==> src/rtl/rd_guard_isolator.sv <==
// rd_guard_isolator
// -----------------
// Enforcement stage behind the AXI read guard. The block sits between the read
// master and the monitored slave, and every read the slave accepts is recorded
// in a small circular table.
//
// When the guard raises reset_req_i, the block does the following in order:
//   1. It fences the AR channel.
//   2. It lets any stalled R beat finish.
//   3. It answers every still-outstanding read with SLVERR beats.
//   4. It holds the slave in reset for RstHoldCycles cycles.
//   5. It pulses reset_clear_o once back to the guard.
//
// Optional feature macro: RD_ISO_ERR_RESP_EN
//   defined   : outstanding reads are answered with SLVERR beats (ERR state).
//   undefined : ISOLATE goes straight to RESET. The table is flushed without
//               any master responses. Use this only when the master is reset
//               as well.
//
// Parameters:
//   IdWidth, DataWidth, MaxRdTxns (power of two, >= 2), RstHoldCycles (>= 1)
//
// Ports:
//   clk_i, rst_i               clock, asynchronous active-high reset
//   reset_req_i                abort request from the read guard (level)
//   reset_clear_o              one-cycle clear pulse back to the guard
//   slv_rst_o                  slave reset, active-high
//   isolated_o                 high whenever the FSM is not IDLE
//   mst_ar_* / slv_ar_*        AR handshake (payload is wired around this block)
//   slv_r_* -> mst_r_*         R channel, passthrough or locally generated errors
module rd_guard_isolator #(
    parameter int IdWidth       = 4,
    parameter int DataWidth     = 64,
    parameter int MaxRdTxns     = 8,
    parameter int RstHoldCycles = 16
) (
    input  logic                 clk_i,
    input  logic                 rst_i,
    input  logic                 reset_req_i,
    output logic                 reset_clear_o,
    output logic                 slv_rst_o,
    output logic                 isolated_o,
    input  logic                 mst_ar_valid_i,
    output logic                 mst_ar_ready_o,
    input  logic [IdWidth-1:0]   mst_ar_id_i,
    input  logic [7:0]           mst_ar_len_i,
    output logic                 slv_ar_valid_o,
    input  logic                 slv_ar_ready_i,
    input  logic                 slv_r_valid_i,
    output logic                 slv_r_ready_o,
    input  logic [IdWidth-1:0]   slv_r_id_i,
    input  logic [DataWidth-1:0] slv_r_data_i,
    input  logic [1:0]           slv_r_resp_i,
    input  logic                 slv_r_last_i,
    output logic                 mst_r_valid_o,
    input  logic                 mst_r_ready_i,
    output logic [IdWidth-1:0]   mst_r_id_o,
    output logic [DataWidth-1:0] mst_r_data_o,
    output logic [1:0]           mst_r_resp_o,
    output logic                 mst_r_last_o
);

    localparam int PtrW  = $clog2(MaxRdTxns);
    localparam int CntW  = PtrW + 1;
    localparam int HoldW = $clog2(RstHoldCycles + 1);

    typedef enum logic [2:0] {
        ST_IDLE,
        ST_ISOLATE,
        ST_ERR,
        ST_RESET,
        ST_CLEAR
    } state_e;

    state_e state_q, state_d;

    logic [MaxRdTxns-1:0] tbl_valid_q;
    logic [IdWidth-1:0]   tbl_id_q    [MaxRdTxns];
    logic [7:0]           tbl_len_q   [MaxRdTxns];
    logic [7:0]           tbl_beats_q [MaxRdTxns];
    logic [PtrW-1:0]      head_q, tail_q;
    logic [CntW-1:0]      count_q;
    logic [HoldW-1:0]     hold_q;
    logic                 clear_done_q;

    logic                 full, alloc, reclaim, flush, passthru;
    logic                 match_found;
    logic [PtrW-1:0]      match_idx, match_scan;
    logic                 rel_fire, rel_last;
    logic [PtrW-1:0]      rel_idx;

    assign full    = (count_q == CntW'(MaxRdTxns));
    assign alloc   = slv_ar_valid_o & slv_ar_ready_i;
    assign reclaim = (count_q != '0) && !tbl_valid_q[head_q];
    assign flush   = (state_q == ST_RESET) || (state_q == ST_CLEAR);

    // A returning beat belongs to the oldest live read with the same id.
    // The scan therefore starts at head and wraps around the table.
    always_comb begin
        match_found = 1'b0;
        match_idx   = '0;
        match_scan  = '0;
        for (int i = 0; i < MaxRdTxns; i++) begin
            match_scan = head_q + PtrW'(i);
            if (!match_found && tbl_valid_q[match_scan] &&
                (tbl_id_q[match_scan] == slv_r_id_i)) begin
                match_found = 1'b1;
                match_idx   = match_scan;
            end
        end
    end

`ifdef RD_ISO_ERR_RESP_EN
    logic            err_found;
    logic [PtrW-1:0] err_idx, err_scan;

    // Error responses go out in allocation order. The target is the first
    // live entry from head, so gaps left by out-of-order completion cost no
    // bubble cycles.
    always_comb begin
        err_found = 1'b0;
        err_idx   = '0;
        err_scan  = '0;
        for (int i = 0; i < MaxRdTxns; i++) begin
            err_scan = head_q + PtrW'(i);
            if (!err_found && tbl_valid_q[err_scan]) begin
                err_found = 1'b1;
                err_idx   = err_scan;
            end
        end
    end
`endif

    always_comb begin
        state_d        = state_q;
        passthru       = 1'b0;
        slv_ar_valid_o = 1'b0;
        mst_ar_ready_o = 1'b0;
        slv_r_ready_o  = 1'b0;
        mst_r_valid_o  = 1'b0;
        mst_r_id_o     = '0;
        mst_r_data_o   = '0;
        mst_r_resp_o   = 2'b00;
        mst_r_last_o   = 1'b0;
        slv_rst_o      = 1'b0;
        reset_clear_o  = 1'b0;
        isolated_o     = (state_q != ST_IDLE);

        case (state_q)
            ST_IDLE: begin
                slv_ar_valid_o = mst_ar_valid_i & ~full;
                mst_ar_ready_o = slv_ar_ready_i & ~full;
                passthru       = 1'b1;
                if (reset_req_i) begin
                    state_d = ST_ISOLATE;
                end
            end
            ST_ISOLATE: begin
                // Stay here while a beat is stalled on the master side. This
                // lets the master see an unbroken handshake before the R path
                // is cut.
                passthru = 1'b1;
                if (!(slv_r_valid_i && !mst_r_ready_i)) begin
`ifdef RD_ISO_ERR_RESP_EN
                    state_d = ST_ERR;
`else
                    state_d = ST_RESET;
`endif
                end
            end
            ST_ERR: begin
`ifdef RD_ISO_ERR_RESP_EN
                slv_r_ready_o = 1'b1;
                if (err_found) begin
                    mst_r_valid_o = 1'b1;
                    mst_r_id_o    = tbl_id_q[err_idx];
                    mst_r_resp_o  = 2'b10;
                    mst_r_last_o  = (tbl_beats_q[err_idx] == tbl_len_q[err_idx]);
                end else begin
                    state_d = ST_RESET;
                end
`else
                state_d = ST_RESET;
`endif
            end
            ST_RESET: begin
                slv_rst_o = 1'b1;
                if (hold_q == HoldW'(RstHoldCycles - 1)) begin
                    state_d = ST_CLEAR;
                end
            end
            ST_CLEAR: begin
                reset_clear_o = ~clear_done_q;
                if (!reset_req_i) begin
                    state_d = ST_IDLE;
                end
            end
            default: state_d = ST_IDLE;
        endcase

        if (passthru) begin
            mst_r_valid_o = slv_r_valid_i;
            mst_r_id_o    = slv_r_id_i;
            mst_r_data_o  = slv_r_data_i;
            mst_r_resp_o  = slv_r_resp_i;
            mst_r_last_o  = slv_r_last_i;
            slv_r_ready_o = mst_r_ready_i;
        end
    end

    // A beat that matches no entry is forwarded but leaves the table untouched.
    always_comb begin
        rel_fire = 1'b0;
        rel_idx  = match_idx;
        rel_last = slv_r_last_i;
        if (passthru) begin
            rel_fire = slv_r_valid_i & mst_r_ready_i & match_found;
        end
`ifdef RD_ISO_ERR_RESP_EN
        else if (state_q == ST_ERR) begin
            rel_fire = mst_r_valid_o & mst_r_ready_i;
            rel_idx  = err_idx;
            rel_last = mst_r_last_o;
        end
`endif
    end

    always_ff @(posedge clk_i or posedge rst_i) begin
        if (rst_i) begin
            state_q      <= ST_IDLE;
            hold_q       <= '0;
            clear_done_q <= 1'b0;
        end else begin
            state_q      <= state_d;
            hold_q       <= (state_q == ST_RESET) ? hold_q + HoldW'(1) : '0;
            clear_done_q <= (state_q == ST_CLEAR);
        end
    end

    // Only the valid bits and pointers need a reset; payload fields are read
    // only behind a set valid bit.
    always_ff @(posedge clk_i or posedge rst_i) begin
        if (rst_i) begin
            tbl_valid_q <= '0;
            head_q      <= '0;
            tail_q      <= '0;
            count_q     <= '0;
        end else if (flush) begin
            tbl_valid_q <= '0;
            head_q      <= '0;
            tail_q      <= '0;
            count_q     <= '0;
        end else begin
            if (alloc) begin
                tbl_valid_q[tail_q] <= 1'b1;
                tail_q              <= tail_q + PtrW'(1);
            end
            if (rel_fire && rel_last) begin
                tbl_valid_q[rel_idx] <= 1'b0;
            end
            if (reclaim) begin
                head_q <= head_q + PtrW'(1);
            end
            case ({alloc, reclaim})
                2'b10:   count_q <= count_q + CntW'(1);
                2'b01:   count_q <= count_q - CntW'(1);
                default: count_q <= count_q;
            endcase
        end
    end

    always_ff @(posedge clk_i) begin
        if (alloc) begin
            tbl_id_q[tail_q]    <= mst_ar_id_i;
            tbl_len_q[tail_q]   <= mst_ar_len_i;
            tbl_beats_q[tail_q] <= 8'd0;
        end
        if (rel_fire) begin
            tbl_beats_q[rel_idx] <= tbl_beats_q[rel_idx] + 8'd1;
        end
    end

endmodule

==> config.mk <==
export PLATFORM = sky130hd
export DESIGN_NAME = rd_guard_isolator
export DESIGN_NICKNAME = d
export VERILOG_FILES = /design/src/rtl/rd_guard_isolator.sv
export SDC_FILE = /design/constraint.sdc
export NUM_CORES = 1
export LEC_CHECK = 0
export CAP_MARGIN = 10
export CORE_ASPECT_RATIO = 2
export CORE_MARGIN = 2
export CORE_UTILIZATION = 51
export CTS_CLUSTER_DIAMETER = 40
export DETAILED_ROUTE_END_ITERATION = 6
export GPL_ROUTABILITY_DRIVEN = 0
export HOLD_SLACK_MARGIN = 0.08
export PLACE_DENSITY_LB_ADDON = 0.12
export SKIP_CTS_REPAIR_TIMING = 1
export SKIP_LAST_GASP = 1
export SLEW_MARGIN = 20
export SYNTH_ARGS = -nofsm -noshare
export SYNTH_HDL_FRONTEND = slang
export SYNTH_SLANG_ARGS = --single-unit
==> constraint.sdc <==
create_clock -name clk_i -period 5.8 [get_ports clk_i]
set_input_delay 1.16 -clock clk_i [delete_from_list [all_inputs] [get_ports clk_i]]
set_output_delay 1.16 -clock clk_i [all_outputs]
set_load 0.01 [all_outputs]
==> results <==
- The run finished with clean final reports.
- The number of diodes added for antenna fixing is 0.
- In the final routed layout, each cell accounts on average for 20.0 microns.
- The number of distinct library cells after synthesis is 61.
- The H-tree generated during clock tree synthesis spans 3 levels.
- The category of the worst setup path capture point is a flop.
- From bottom edge to top edge, the die measures 147 microns.
- The layer flagged by global routing as most heavily used is met2.
- The final-layout fill cell count is 779.
- Counting every instance in the synthesized netlist gives 473.
- The floorplan step set the die width to 75.4 microns.
- The sum of negative setup slack is 0 ps.
- The count of maximum capacitance violations is 0.
- The worst setup path is launched from a flop.
- At the end of the flow, the number of nets in the layout was 720.
- Using the TritonRoute via totals, the vias-per-cell ratio works out to 5.93.
- TritonCTS built the clock tree.
- The HPWL reported at the end of detailed placement is 12000 microns.
- The largest fanout on the critical path is 22.
- Detailed routing inserted a total of 4520 vias.
- In this run the worst hold path is classified as reg -> reg.
- After synthesis the cells add up to 5190 sq um.
- After floorplanning, the core was divided into 52 placement rows.
- Hold timing on the final database bottoms out at a slack of 457 ps.
- After layout, the minimum clock period comes to 4080 ps.
- In this run the deepest clock path goes through 2 buffers.
- With fillers left out, the area of the finished cells amounts to 7210 sq um.
- The core region is 10000 sq um.
- The clock buffer count from CTS is 9.
- IR analysis of the VDD net gives a maximum drop of 0.000229 V.
- The worst pin sits at a relative slew slack of 0.313.
- The via count of the first global-routing pass is 4597.
- The synthesized-area fraction occupied by ao, oa, aoi and oai cells is 0.0805.
- Summed over all cells, the static leakage comes to 2.53 nW.
- Of the total synthesized cell area, the portion taken by AND, OR, NAND and NOR gates is 0.196.
- Once routing completed, OpenROAD measured the worst setup slack at 1720 ps.
- The primary flip-flop cell chosen by synthesis mapping is sky130_fd_sc_hd__edfxtp_1.
- The critical path required time is 6030 ps.
- For met2 alone, demand over resource in global routing was 0.519.
- The synthesized net count is 571.
- Along the worst hold path, the cell count comes to 1.
- The clock edge transition at the registers on the reported setup and hold paths is 50 ps.
- Relative to the synthesized area, the layout overhead comes to 38.9%.
- Once layout is complete, the utilization of the core stands at 0.720.
- The leading cell type in the layout, fill and taps excluded is sky130_fd_sc_hd__clkdlybuf4s50_1.
- On the final layout, the worst clock skew is 6.32 ps.
- The area occupied by registers is 1640 sq um.
- The slew at the pin closest to its max-slew limit is 1020 ps.
- The count of buffers added on input and output ports is 159.
- Setup repair after global routing left no endpoint under its margin.
- 168 I/O pins were placed.
- After detailed routing, the number of remaining DRC violations is 0.
- The initial core utilization is 0.518.
- Data on the critical path arrives at its endpoint at 4310 ps.
- The first global-routing pass estimated 23500 microns of wire.
- The Yosys step of the flow raised 0 warnings.
- The largest net degree at the start of global routing is 74.
- The total wirelength of the detailed-routed design is 15200 microns.
- The routing usage on met3 is 0.0405.
- The total area of multi-input combinational cells is 3350 sq um.
- The combinational family with the most area after synthesis is multiplexers.
- For the worst flop-to-flop path, the logic depth is 10.
- The share of the Yosys chip area taken by registers is 0.315.
- The final critical-path share of the clock period is 0.704.
- Counting flops with an async set or reset pin after synthesis yields a share of 0.458.
- The count of clock tree sinks is 59.
- The count of antenna-violating nets left after detailed routing is 0.
- In the global route stage, overall resource usage came out at 0.282.
- For this design the ratio of total power to cell area is 217 nW/um^2.
- The cell area reported after detailed placement is 6840 sq um.
- Of the total synthesized cell area, the portion taken by full adders, half adders and majority gates is 0.0207.
- The clock reaches the later pin of the worst-skew pair after 330 ps.
- Based on the critical path, the design can be clocked at up to 0.245 GHz.
- The total grt overflow is 0.
- Setup violations remaining at the end of the flow were counted as 0.
- The die area is 11100 sq um.
- The first detailed-routing pass ran for 5 iterations.
- The portion of synthesized area spent on multiplexers is 0.267.
- The synthesized-area fraction occupied by xor and xnor cells is 0.0795.
- The final hold violation count is 0.
- The mean cell area of the mapped netlist is 11.0 sq um.
- The number of antenna violations at the first check in global routing is 0.
- The number of pins with negative max-slew slack in the final report came to 0.
- By startpoint and endpoint, the worst setup path is classified as reg -> reg.
- The share of post-route cells with drive strength above 1 is 0.132.
- In this run, synthesis produced a sequential element count of 59.
- The setup slack after placement is 1650 ps.
- In the layout the commonest cells are sky130_fd_sc_hd__clkdlybuf4s50_1, sky130_fd_sc_hd__and2_1, sky130_fd_sc_hd__mux4_2.
- The clock root buffer is sky130_fd_sc_hd__clkbuf_16.
- The violation count after the first detailed-routing iteration is 273.
- Yosys mapped a number of flops with a built-in enable equal to 32.
- In the global route stage, met1 resource usage came out at 0.286.
==> area by class of cell <==
type	instances	area share
Clock buffer	9	0.0312
Clock inverter	7	0.0173
Inverter	11	0.00572
Multi-Input combinational cell	375	0.465
Sequential cell	59	0.227
Tap cell	135	0.0234
Timing Repair Buffer	166	0.231
==> logic make-up (layout without fill, tap and decap cells) <==
kind of cell / Yosys count / after routing
AO/OA/AOI/OAI: 57 / 57
buffers and inverters: 39 / 193
flip-flops: 59 / 59
XOR/XNOR: 45 / 45
AND/OR/NAND/NOR: 182 / 182
multiplexers: 83 / 83
adder cells (fa/ha/maj): 8 / 8
==> Yosys cell counts (all sizes together), types with 3 or more instances <==
library cell,n,share of area
nor2,34,0.025
dfrtp,27,0.13
ha,7,0.017
and3,3,0.0036
nor3,9,0.0087
nand3,9,0.0087
clkbuf,11,0.0080
nor4,6,0.013
nand2b,4,0.0048
a21oi,7,0.0075
xor2,20,0.037
o21ai,12,0.012
buf,17,0.025
o22ai,5,0.0060
edfxtp,32,0.19
mux4,44,0.19
inv,10,0.0072
mux2i,36,0.069
nand2,24,0.017
or3,6,0.0072
a31oi,12,0.014
mux2,3,0.0065
and2,76,0.092
xnor2,25,0.042
==> worst max-delay path, stage by stage (launching register included) <==
cell and delay [ps]:
sky130_fd_sc_hd__dfrtp_1 380, sky130_fd_sc_hd__buf_4 240, sky130_fd_sc_hd__ha_1 320, sky130_fd_sc_hd__xnor2_1 770
sky130_fd_sc_hd__mux4_2 420, sky130_fd_sc_hd__xor2_1 150, sky130_fd_sc_hd__nand2_1 130, sky130_fd_sc_hd__a2111oi_4 510
sky130_fd_sc_hd__mux2_1 410, sky130_fd_sc_hd__a221o_1 410, sky130_fd_sc_hd__a31oi_1 230
==> per-layer routing <==
| layer | routed length [microns] | vias to the layer above |
|---|---|---|
| met4 | 845 | 0 |
| met2 | 8740 | 207 |
| met5 | 0 | - |
| li1 | - | 2065 |
| met3 | 731 | 53 |
| met1 | 4930 | 2195 |
==> sequential cells by signal (all words and copies together) (netlist names) <==
name          flops
clear_done_q      1
hold_q            5
tbl_id_q         32
state_q           3
head_q            3
tail_q            3
count_q           4
tbl_valid_q       8
==> power breakdown <==
group          switching, W  internal [W]  leakage, nW  total, W
sequential        0.0000204      0.000464        0.647  0.000484
clock              0.000188      0.000422        0.170  0.000610
combinational      0.000207      0.000264         1.72  0.000471
total              0.000415       0.00115         2.53   0.00157
==> metrics by stage <==
step | total power [W] | std cells
finish | 0.00157 | 762
global route | 0.00163 | 762
CTS | 0.00156 | 761
detailed placement | 0.000951 | 745
global placement | 0.000937 | 745
floorplan | 0.000697 | 473
==> path summary, 6_finish.rpt <==
check | from | endpoint | slack, ps
min in group asynchronous | rst_i | count_q[2] | 1210
min | hold_q[0] | hold_q[0] | 460
max | head_q[1] | tbl_valid_q[4] | 1720
min reg2reg | hold_q[0] | hold_q[0] | 460
max reg2reg | head_q[1] | tbl_valid_q[4] | 1720
max in group asynchronous | rst_i | head_q[0] | 4180
No activity file was read; power rests on OpenSTA's default activity.
